[config.mk]
export PLATFORM = sky130hd
export DESIGN_NAME = merge_wrr_arbiter_flat
export DESIGN_NICKNAME = d
export VERILOG_FILES = /design/src/rtl/merge_wrr_arbiter_if.sv /design/src/rtl/merge_wrr_arbiter.sv /design/src/flat_wrapper.sv
export SDC_FILE = /design/constraint.sdc
export NUM_CORES = 1
export LEC_CHECK = 0
export BUFFER_PORTS_ARGS = -buffer_cell sky130_fd_sc_hd__clkbuf_2
export CAP_MARGIN = 20
export CORE_UTILIZATION = 39
export DETAILED_ROUTE_END_ITERATION = 16
export PLACE_DENSITY = 0.68
export SYNTH_ARGS = -nofsm -noshare
export SYNTH_HDL_FRONTEND = slang
export SYNTH_SLANG_ARGS = --single-unit
export TNS_END_PERCENT = 50
[constraint.sdc]
create_clock -name clk -period 2.8 [get_ports clk]
set_clock_uncertainty 0.05 [all_clocks]
set_input_delay 0.56 -clock clk [delete_from_list [all_inputs] [get_ports clk]]
set_output_delay 0.56 -clock clk [all_outputs]
set_load 0.005 [all_outputs]
[src/rtl/merge_wrr_arbiter_if.sv]
// Handshake bundle for the two-producer merge: L0/L1 valid/ready inputs and the
// registered output channel with its source tag.
interface merge_wrr_arbiter_if #(
    parameter int WIDTH = 4
);
    logic             l0_valid;
    logic [WIDTH-1:0] l0_data;
    logic             l0_ready;
    logic             l1_valid;
    logic [WIDTH-1:0] l1_data;
    logic             l1_ready;
    logic             r_valid;
    logic [WIDTH-1:0] r_data;
    logic             r_sel;
    logic             r_ready;

    modport slave (
        input  l0_valid, l0_data, l1_valid, l1_data, r_ready,
        output l0_ready, l1_ready, r_valid, r_data, r_sel
    );

    modport master (
        output l0_valid, l0_data, l1_valid, l1_data, r_ready,
        input  l0_ready, l1_ready, r_valid, r_data, r_sel
    );
endinterface

[src/rtl/merge_wrr_arbiter.sv]
// Two-input merge with weighted round-robin grant into a single output register.
// Define MERGE_WRR_STATS_EN to add saturating per-side transfer counters.
module merge_wrr_arbiter #(
    parameter int WIDTH = 4,
    parameter int W0    = 1,
    parameter int W1    = 1,
    parameter int CNT_W = 8
) (
    input  logic              clk,
    input  logic              rst_n,
    merge_wrr_arbiter_if.slave bus
`ifdef MERGE_WRR_STATS_EN
    ,
    output logic [15:0]       gnt0_cnt,
    output logic [15:0]       gnt1_cnt
`endif
);
    typedef enum logic {SEL_L0 = 1'b0, SEL_L1 = 1'b1} sel_e;

    localparam logic [CNT_W-1:0] W0_LAST = CNT_W'(W0 - 1);
    localparam logic [CNT_W-1:0] W1_LAST = CNT_W'(W1 - 1);

    sel_e             cur_q, cur_d, g, g_n;
    logic [CNT_W-1:0] cnt_q, cnt_d, w_last, c_eff;
    logic             r_valid_q, r_valid_d;
    logic             r_sel_q, r_sel_d;
    logic [WIDTH-1:0] r_data_q, r_data_d;
    logic             can_load, any_vld, xfer;

    always_comb begin
        can_load = !r_valid_q || bus.r_ready;
        any_vld  = bus.l0_valid || bus.l1_valid;
        if (bus.l0_valid && bus.l1_valid) g = cur_q;
        else if (bus.l1_valid)            g = SEL_L1;
        else                              g = SEL_L0;
        g_n    = (g == SEL_L0) ? SEL_L1 : SEL_L0;
        xfer   = rst_n && can_load && any_vld;
        w_last = (g == SEL_L1) ? W1_LAST : W0_LAST;
        // A grant to the non-current side starts a fresh burst, so it counts from 0.
        c_eff  = (g == cur_q) ? cnt_q : '0;
    end

    assign bus.l0_ready = xfer && (g == SEL_L0);
    assign bus.l1_ready = xfer && (g == SEL_L1);
    assign bus.r_valid  = r_valid_q;
    assign bus.r_data   = r_data_q;
    assign bus.r_sel    = r_sel_q;

    always_comb begin
        cur_d     = cur_q;
        cnt_d     = cnt_q;
        r_valid_d = r_valid_q;
        r_data_d  = r_data_q;
        r_sel_d   = r_sel_q;
        if (xfer) begin
            r_valid_d = 1'b1;
            r_data_d  = (g == SEL_L1) ? bus.l1_data : bus.l0_data;
            r_sel_d   = (g == SEL_L1);
            if (c_eff == w_last) begin
                cur_d = g_n;
                cnt_d = '0;
            end else begin
                cur_d = g;
                cnt_d = c_eff + CNT_W'(1);
            end
        end else if (r_valid_q && bus.r_ready) begin
            r_valid_d = 1'b0;
        end
    end

    always_ff @(posedge clk) begin
        if (!rst_n) begin
            cur_q     <= SEL_L0;
            cnt_q     <= '0;
            r_valid_q <= 1'b0;
            r_data_q  <= '0;
            r_sel_q   <= 1'b0;
        end else begin
            cur_q     <= cur_d;
            cnt_q     <= cnt_d;
            r_valid_q <= r_valid_d;
            r_data_q  <= r_data_d;
            r_sel_q   <= r_sel_d;
        end
    end

`ifdef MERGE_WRR_STATS_EN
    always_ff @(posedge clk) begin
        if (!rst_n) begin
            gnt0_cnt <= '0;
            gnt1_cnt <= '0;
        end else begin
            if (bus.l0_ready && gnt0_cnt != 16'hFFFF) gnt0_cnt <= gnt0_cnt + 16'd1;
            if (bus.l1_ready && gnt1_cnt != 16'hFFFF) gnt1_cnt <= gnt1_cnt + 16'd1;
        end
    end
`endif
endmodule

[src/flat_wrapper.sv]
// flat-port wrapper written by rule: the top's interface ports become plain ports
module merge_wrr_arbiter_flat 
#(
    parameter int WIDTH = 4,
    parameter int W0    = 1,
    parameter int W1    = 1,
    parameter int CNT_W = 8
)
  (clk, rst_n, bus_l0_valid, bus_l0_data, bus_l1_valid, bus_l1_data, bus_r_ready, bus_l0_ready, bus_l1_ready, bus_r_valid, bus_r_data, bus_r_sel);
  merge_wrr_arbiter_if #(.WIDTH(WIDTH)) bus_i ();
  input  logic clk;
  input  logic rst_n;
  input wire logic [$bits(bus_i.l0_valid)-1:0] bus_l0_valid;
  input wire logic [$bits(bus_i.l0_data)-1:0] bus_l0_data;
  input wire logic [$bits(bus_i.l1_valid)-1:0] bus_l1_valid;
  input wire logic [$bits(bus_i.l1_data)-1:0] bus_l1_data;
  input wire logic [$bits(bus_i.r_ready)-1:0] bus_r_ready;
  output wire logic [$bits(bus_i.l0_ready)-1:0] bus_l0_ready;
  output wire logic [$bits(bus_i.l1_ready)-1:0] bus_l1_ready;
  output wire logic [$bits(bus_i.r_valid)-1:0] bus_r_valid;
  output wire logic [$bits(bus_i.r_data)-1:0] bus_r_data;
  output wire logic [$bits(bus_i.r_sel)-1:0] bus_r_sel;
  assign bus_i.l0_valid = bus_l0_valid;
  assign bus_i.l0_data = bus_l0_data;
  assign bus_i.l1_valid = bus_l1_valid;
  assign bus_i.l1_data = bus_l1_data;
  assign bus_i.r_ready = bus_r_ready;
  assign bus_l0_ready = bus_i.l0_ready;
  assign bus_l1_ready = bus_i.l1_ready;
  assign bus_r_valid = bus_i.r_valid;
  assign bus_r_data = bus_i.r_data;
  assign bus_r_sel = bus_i.r_sel;
  merge_wrr_arbiter #(.WIDTH(WIDTH), .W0(W0), .W1(W1), .CNT_W(CNT_W)) u_core (.clk(clk), .rst_n(rst_n), .bus(bus_i));
endmodule
==> reports/qor.txt, run 1 <==
status - finished clean
CP required - 2.93 ns
Num CTS Buffers - 3
vias in the first global route - 814
Max Slew Vio Count - 0
multiplexer share of the synthesized area - 0%
Yosys top cell area share - 34.2%
VDD IR max - 0.209 mV
post-synthesis compound-gate area fraction - 20.3%
cts repair resizes - 0
Avg Inst Size Synth - 8.27 um^2
largest net degree at the start of global routing - 17
CTS tree - done
Skew-Pair Late Insertion Delay - 0.29 ns
root buf cell - clkbuf_4
post-layout min period - 2.29 ns
Iter 0 DRT Violations - 37
Fin. Hold Viols - 0
Initial Utilization - 43.0%
via-per-instance ratio - 5.73
Power Total - 0.452 mW
cell taking the most area after synthesis - dfxtp_1
die area - 2440 um^2
share of cells above drive strength 1 - 23.6%
postcts setup bufs - 0
core area - 2040 um^2
FMAX - 437 MHz
startpoint types - input port
Area Overhead vs Synth - 16.5%
die height - 49.4 um
Min Hold Slack - 0.416 ns
RSZ-0062 raised after global routing - no
antenna cells - 0
ANT nets after route - 0
Synth Register Bits - 15
fin util - 50.1%
FP Rows - 16
Post-Synth XOR/XNOR Area - 0.999%
post-synth cell types - 42
largest cells by area after synthesis - dfxtp_1, nand2_1, a311oi_1
peak fanout along the critical path - 7
Max-cap violations - 0
WL per Instance - 12.9 um
Final #Nets - 142
met3 WL - 86 um
CP Capture Type - flop
Sum Neg Setup Slack - 0 ns
Post-Synth Adder-Cell Area - 1.43%
largest family of logic cells by synthesized area - simple AND/OR/NAND/NOR gates
synth warn - 0
GR Overflow Total - 0
IO Pins - 21
met1 WL - 962 um
leakage power - 0.423 nW
Synth Instances - 106
setup violators final - 0
Simple-Gate Fraction of Synth Area - 37.1%
mapped cell area - 877 um^2
critical path class - in -> reg
Clock Pin Slew Worst Setup and Hold Paths - 0.09 ns
area taken by multi-input logic gates - 524 um^2
Placer Congestion - 0.876
Filler Cells Inserted - 200
FF/Latch Area - 300 um^2
Seq/Total Area, Yosys - 34.2%
pwr dens - 443 nW/um^2
clk buf depth - 2
critical path arrival - 2.43 ns
HP Class - reg -> reg
Mapped Nets - 120
WL met2 - 902 um
first-pass GRT wire length - 3.33 mm
Highest Signal Layer - met4
clk sinks - 15
GRT Total Usage - 17.5%
# hold bufs at CTS - 0
antenna violations before repair - 0
drt drc - 0
dpl hpwl - 1.48 mm
Port Buffer Count - 20
pin slew with the least headroom to its limit - 0.665 ns
Worst slew margin - 55.2%
width of the die - 49.4 um
vias after detailed routing - 882
CTS H-tree lvls - 1
routed wire length - 1.99 mm
drt pass-1 iters - 4
Period Utilization, post-route - 81.8%
==> cells in the mapped netlist, drive strengths merged <==
| cell | instances |
|---|---|
| nand4 | 4 |
| xnor2 | 1 |
| nor2 | 7 |
| inv | 4 |
| o22ai | 1 |
| nor3b | 1 |
| nand2 | 15 |
| nor4b | 3 |
| nand3b | 1 |
| and4 | 3 |
| buf | 5 |
| o2bb2ai | 1 |
| nor4 | 3 |
| o22a | 2 |
| o41ai | 1 |
| nor3 | 2 |
| a31oi | 1 |
| or2b | 2 |
| and3 | 1 |
| a21oi | 5 |
| and2 | 1 |
| nand3 | 7 |
| clkbuf | 1 |
| ha | 1 |
| nand2b | 3 |
| a41o | 1 |
| a41oi | 1 |
| o31ai | 1 |
| or3 | 1 |
| o221ai | 1 |
| a21o | 1 |
| dfxtp | 15 |
| nor2b | 2 |
| o21ai | 2 |
| o211a | 1 |
| a311oi | 4 |
==> worst max-delay path, cell delays in order <==
cell,delay [ns]
clkbuf_2,0.11
nor3b_1,0.32
nor2_1,0.19
nand2_1,0.11
ha_1,0.16
nor4b_1,0.29
nand2_1,0.24
and4_1,0.26
o22a_1,0.19
==> power by group <==
part,internal (mW),switching (mW)
registers,0.223,0.00787
clock network,0.0554,0.0708
logic,0.0398,0.0553
total,0.318,0.134
==> cell usage in the layout (no fill, tap or decap), types with 2 or more instances in the layout <==
cell / synthesis / routed
a21oi_1: 5 / 5
a311oi_1: 4 / 4
and4_1: 3 / 3
buf_4: 1 / 3
clkbuf_2: 0 / 20
clkbuf_4: 0 / 3
dfxtp_1: 15 / 15
inv_1: 4 / 4
nand2_1: 15 / 15
nand2b_1: 3 / 3
nand3_1: 7 / 7
nand4_1: 4 / 4
nor2_1: 6 / 6
nor4_1: 3 / 3
nor4b_1: 3 / 3
o22a_1: 2 / 2
or2b_1: 2 / 2
==> sequential cells by signal, indices dropped and copies added (netlist names) <==
| name | flops |
|---|---|
| u_core.bus.r_data | 4 |
| u_core.bus.r_sel | 1 |
| u_core.bus.r_valid | 1 |
| u_core.cnt_q | 8 |
| u_core.cur_q | 1 |
==> final timing paths <==
kind,slack (ns),cells past startpoint,end,start
max reg2reg,0.51,8,u_core.cnt_q[4],u_core.cur_q
max,0.51,9,u_core.cnt_q[4],bus_l0_valid
min reg2reg,0.42,2,u_core.bus.r_sel,u_core.bus.r_sel
min,0.42,2,u_core.bus.r_sel,u_core.bus.r_sel
==> stage by stage <==
stage | cells | area (um^2) | setup WS, ns
floorplan | 106 | 877 | 0.592
global placement | 150 | 996 | 0.350
detailed placement | 150 | 996 | 0.233
CTS | 154 | 1020 | 0.521
global route | 154 | 1020 | 0.332
finish | 154 | 1020 | 0.509
==> final cells by class <==
| type | count | share of cell area, % |
|---|---|---|
| multi-input combinational | 81 | 51.3 |
| sequential | 15 | 29.4 |
| clock buffer | 4 | 2.57 |
| timing repair buffer | 23 | 12.0 |
| tap | 27 | 3.30 |
| inverter | 4 | 1.47 |
==> routing by layer <==
layer / up-vias / global-route usage [%]
met5: - / 0
met4: 0 / 7.14
met3: 5 / 3.12
met2: 27 / 27.4
met1: 409 / 23.4
li1: 441 / -
==> cells by family after synthesis <==
family | Yosys count
XOR/XNOR | 1
buffers and inverters | 10
AO/OA/AOI/OAI | 23
adder cells (fa/ha/maj) | 1
AND/OR/NAND/NOR | 56
flip-flops | 15
(Power assumes the default switching activity.)
==> inputs of run 2 (changes only) <==
--- a/config.mk
+++ b/config.mk
@@ -9,7 +9,7 @@
 export CAP_MARGIN = 20
 export CORE_UTILIZATION = 39
 export DETAILED_ROUTE_END_ITERATION = 16
-export PLACE_DENSITY = 0.68
+export PLACE_DENSITY = 0.71
 export SYNTH_ARGS = -nofsm -noshare
 export SYNTH_HDL_FRONTEND = slang
 export SYNTH_SLANG_ARGS = --single-unit
==> constraint.sdc (replaced) <==
create_clock -name clk -period 2 [get_ports clk]
set_clock_uncertainty 0.05 [all_clocks]
set_input_delay 0.4 -clock clk [delete_from_list [all_inputs] [get_ports clk]]
set_output_delay 0.4 -clock clk [all_outputs]
set_load 0.005 [all_outputs]
==> reports/qor.txt, run 2 (synthesis results as in run 1) <==
status - finished clean
GR Overflow Total - 0 (unchanged)
die area - 2440 um^2 (unchanged)
pwr dens - 592 nW/um^2 (+34%)
IO Pins - 21 (unchanged)
WL per Instance - 12.8 um (-0.52%)
CP required - 1.55 ns (-1.38 ns)
leakage power - 0.503 nW (+19%)
Placer Congestion - 0.846 (-3.4%)
Critical Path Source - u_core.cur_q
drt drc - 0 (unchanged)
ANT nets after route - 0 (unchanged)
Cell Count, Final, Fillers Out - 165 (+7.1%)
largest net degree at the start of global routing - 13 (-4)
r2r startpoint - u_core.cur_q
critical path arrival - 1.48 ns (-0.95 ns)
setup slack, reg-to-reg - 0.10 ns (-0.41 ns)
FMAX - 518 MHz
FP Rows - 16 (unchanged)
Cells after DPL - 161 (+7.3%)
Worst slew margin - 79.4% (+24 points)
root buf cell - clkbuf_4
antenna cells - 0 (unchanged)
via-per-instance ratio - 5.53 (-3.5%)
Period Utilization, post-route - 96.5%
antenna violations before repair - 0 (unchanged)
Filler Cells Inserted - 208 (+4.0%)
CTS H-tree lvls - 1 (unchanged)
fin util - 56.2% (+6.1 points)
area taken by multi-input logic gates - 561 um^2 (+6.9%)
vias after detailed routing - 912 (+3.4%)
routed wire length - 2.12 mm (+6.6%)
Final #Nets - 153 (+7.7%)
Iter 0 DRT Violations - 12 (-68%)
clk buf depth - 2 (unchanged)
R2R depth - 9 (+1)
HP Class - in -> reg
Largest register FFs - 8 (unchanged)
FF/Latch Area - 302 um^2 (+0.42%)
final setup margin - 0.0691 ns (-0.440 ns)
clk sinks - 15 (unchanged)
vias in the first global route - 865 (+6.3%)
Max Slew Vio Count - 0 (unchanged)
FF-to-FF End - u_core.cnt_q[5]
most common cell after layout, fill and taps aside - clkbuf_2
pin slew with the least headroom to its limit - 0.307 ns (-0.359 ns)
Skew-Pair Late Insertion Delay - 0.30 ns (about the same)
critical path class - reg -> out
post-layout min period - 1.93 ns
drt pass-1 iters - 4 (unchanged)
Min Hold Slack - 0.289 ns (-0.127 ns)
Max-cap violations - 0 (unchanged)
final instance area - 1150 um^2 (+12%)
Setup Slack @ Placement - -0.204 ns (-0.437 ns)
Port Buffer Count - 20 (unchanged)
Initial Utilization - 43.0% (unchanged)
GRT Total Usage - 18.7% (+1.3 points)
CTS tree - done
Clock Pin Slew Worst Setup and Hold Paths - 0.10 ns (about the same)
die height - 49.4 um (unchanged)
peak fanout along the critical path - 8 (+1)
width of the die - 49.4 um (unchanged)
Fin. Hold Viols - 0 (unchanged)
first-pass GRT wire length - 3.49 mm (+4.8%)
startpoint types - flop
placed inst area - 1080 um^2 (+8.3%)
core area - 2040 um^2 (unchanged)
VDD IR max - 0.469 mV (+120%)
most frequent cells in the layout - clkbuf_2, nand2_1, dfxtp_1
Num CTS Buffers - 3 (unchanged)
dpl hpwl - 1.58 mm (+6.4%)
# hold bufs at CTS - 0 (unchanged)
Reg with most FFs - u_core.cnt_q
CP Capture Type - output port
Area Overhead vs Synth - 30.8%
crit path capture - bus_l0_ready
setup violators final - 0 (unchanged)
share of cells above drive strength 1 - 37.0% (+13 points)
==> run 2: how the worst min path moves through the flow <==
stage,start,endpoint,slack (ns),cells after the start
3_5_place_dp,u_core.bus.r_sel,u_core.bus.r_sel,0.40,2
6_report,bus_l0_data[3],u_core.bus.r_data[3],0.29,3
2_1_floorplan,u_core.bus.r_sel,u_core.bus.r_sel,0.40,2
3_3_place_gp,u_core.bus.r_sel,u_core.bus.r_sel,0.40,2
5_1_grt,bus_l0_data[3],u_core.bus.r_data[3],0.29,3
4_1_cts,bus_l0_data[3],u_core.bus.r_data[3],0.28,3
==> run 2: critical path: stages, from the launching register on <==
cell and delay [ns]:
dfxtp_2 0.34, buf_4 0.13, buf_4 0.13, or2b_4 0.28, a21oi_1 0.16, clkbuf_2 0.14
==> run 2: metal layers <==
metal  GRT usage [%]  routed length, um  vias to the layer above  share of wire [%]
li1                -                  -                      463                  -
met1            21.2                939                      420                 44
met2            31.7               1060                       24                 50
met3            3.12                 69                        5                3.3
met4            12.9                 52                        0                2.5
met5               0                  0                        -                  0
==> run 2: final cells by class <==
type,instances,area share [%]
flip-flops and latches,15,26.3
well taps,27,2.94
repair buffers,34,18.2
multi-input cells,81,48.9
clock buffers,3,1.96
inverters,4,1.31
clock inverters,1,0.436
==> run 2: where the power goes <==
group	internal, mW	switching (mW)	total (mW)
sequential	0.313	0.0104	0.323
combinational	0.0879	0.0867	0.175
clock	0.0745	0.107	0.181
==> run 2: stage by stage <==
stage | power (mW) | TNS [ns]
final | 0.679 | 0
after CTS | 0.675 | 0
after detailed placement | 0.490 | -0.913
after global routing | 0.715 | -0.0245
after global placement | 0.485 | -0.563
after floorplan | 0.421 | -0.0214
==> run 2: repair_timing <==
item	4_1_cts	5_1_grt
pin swaps	1	6
endpoints found under the setup margin	3	9
buffers inserted	0	0
gates resized for setup	2	10
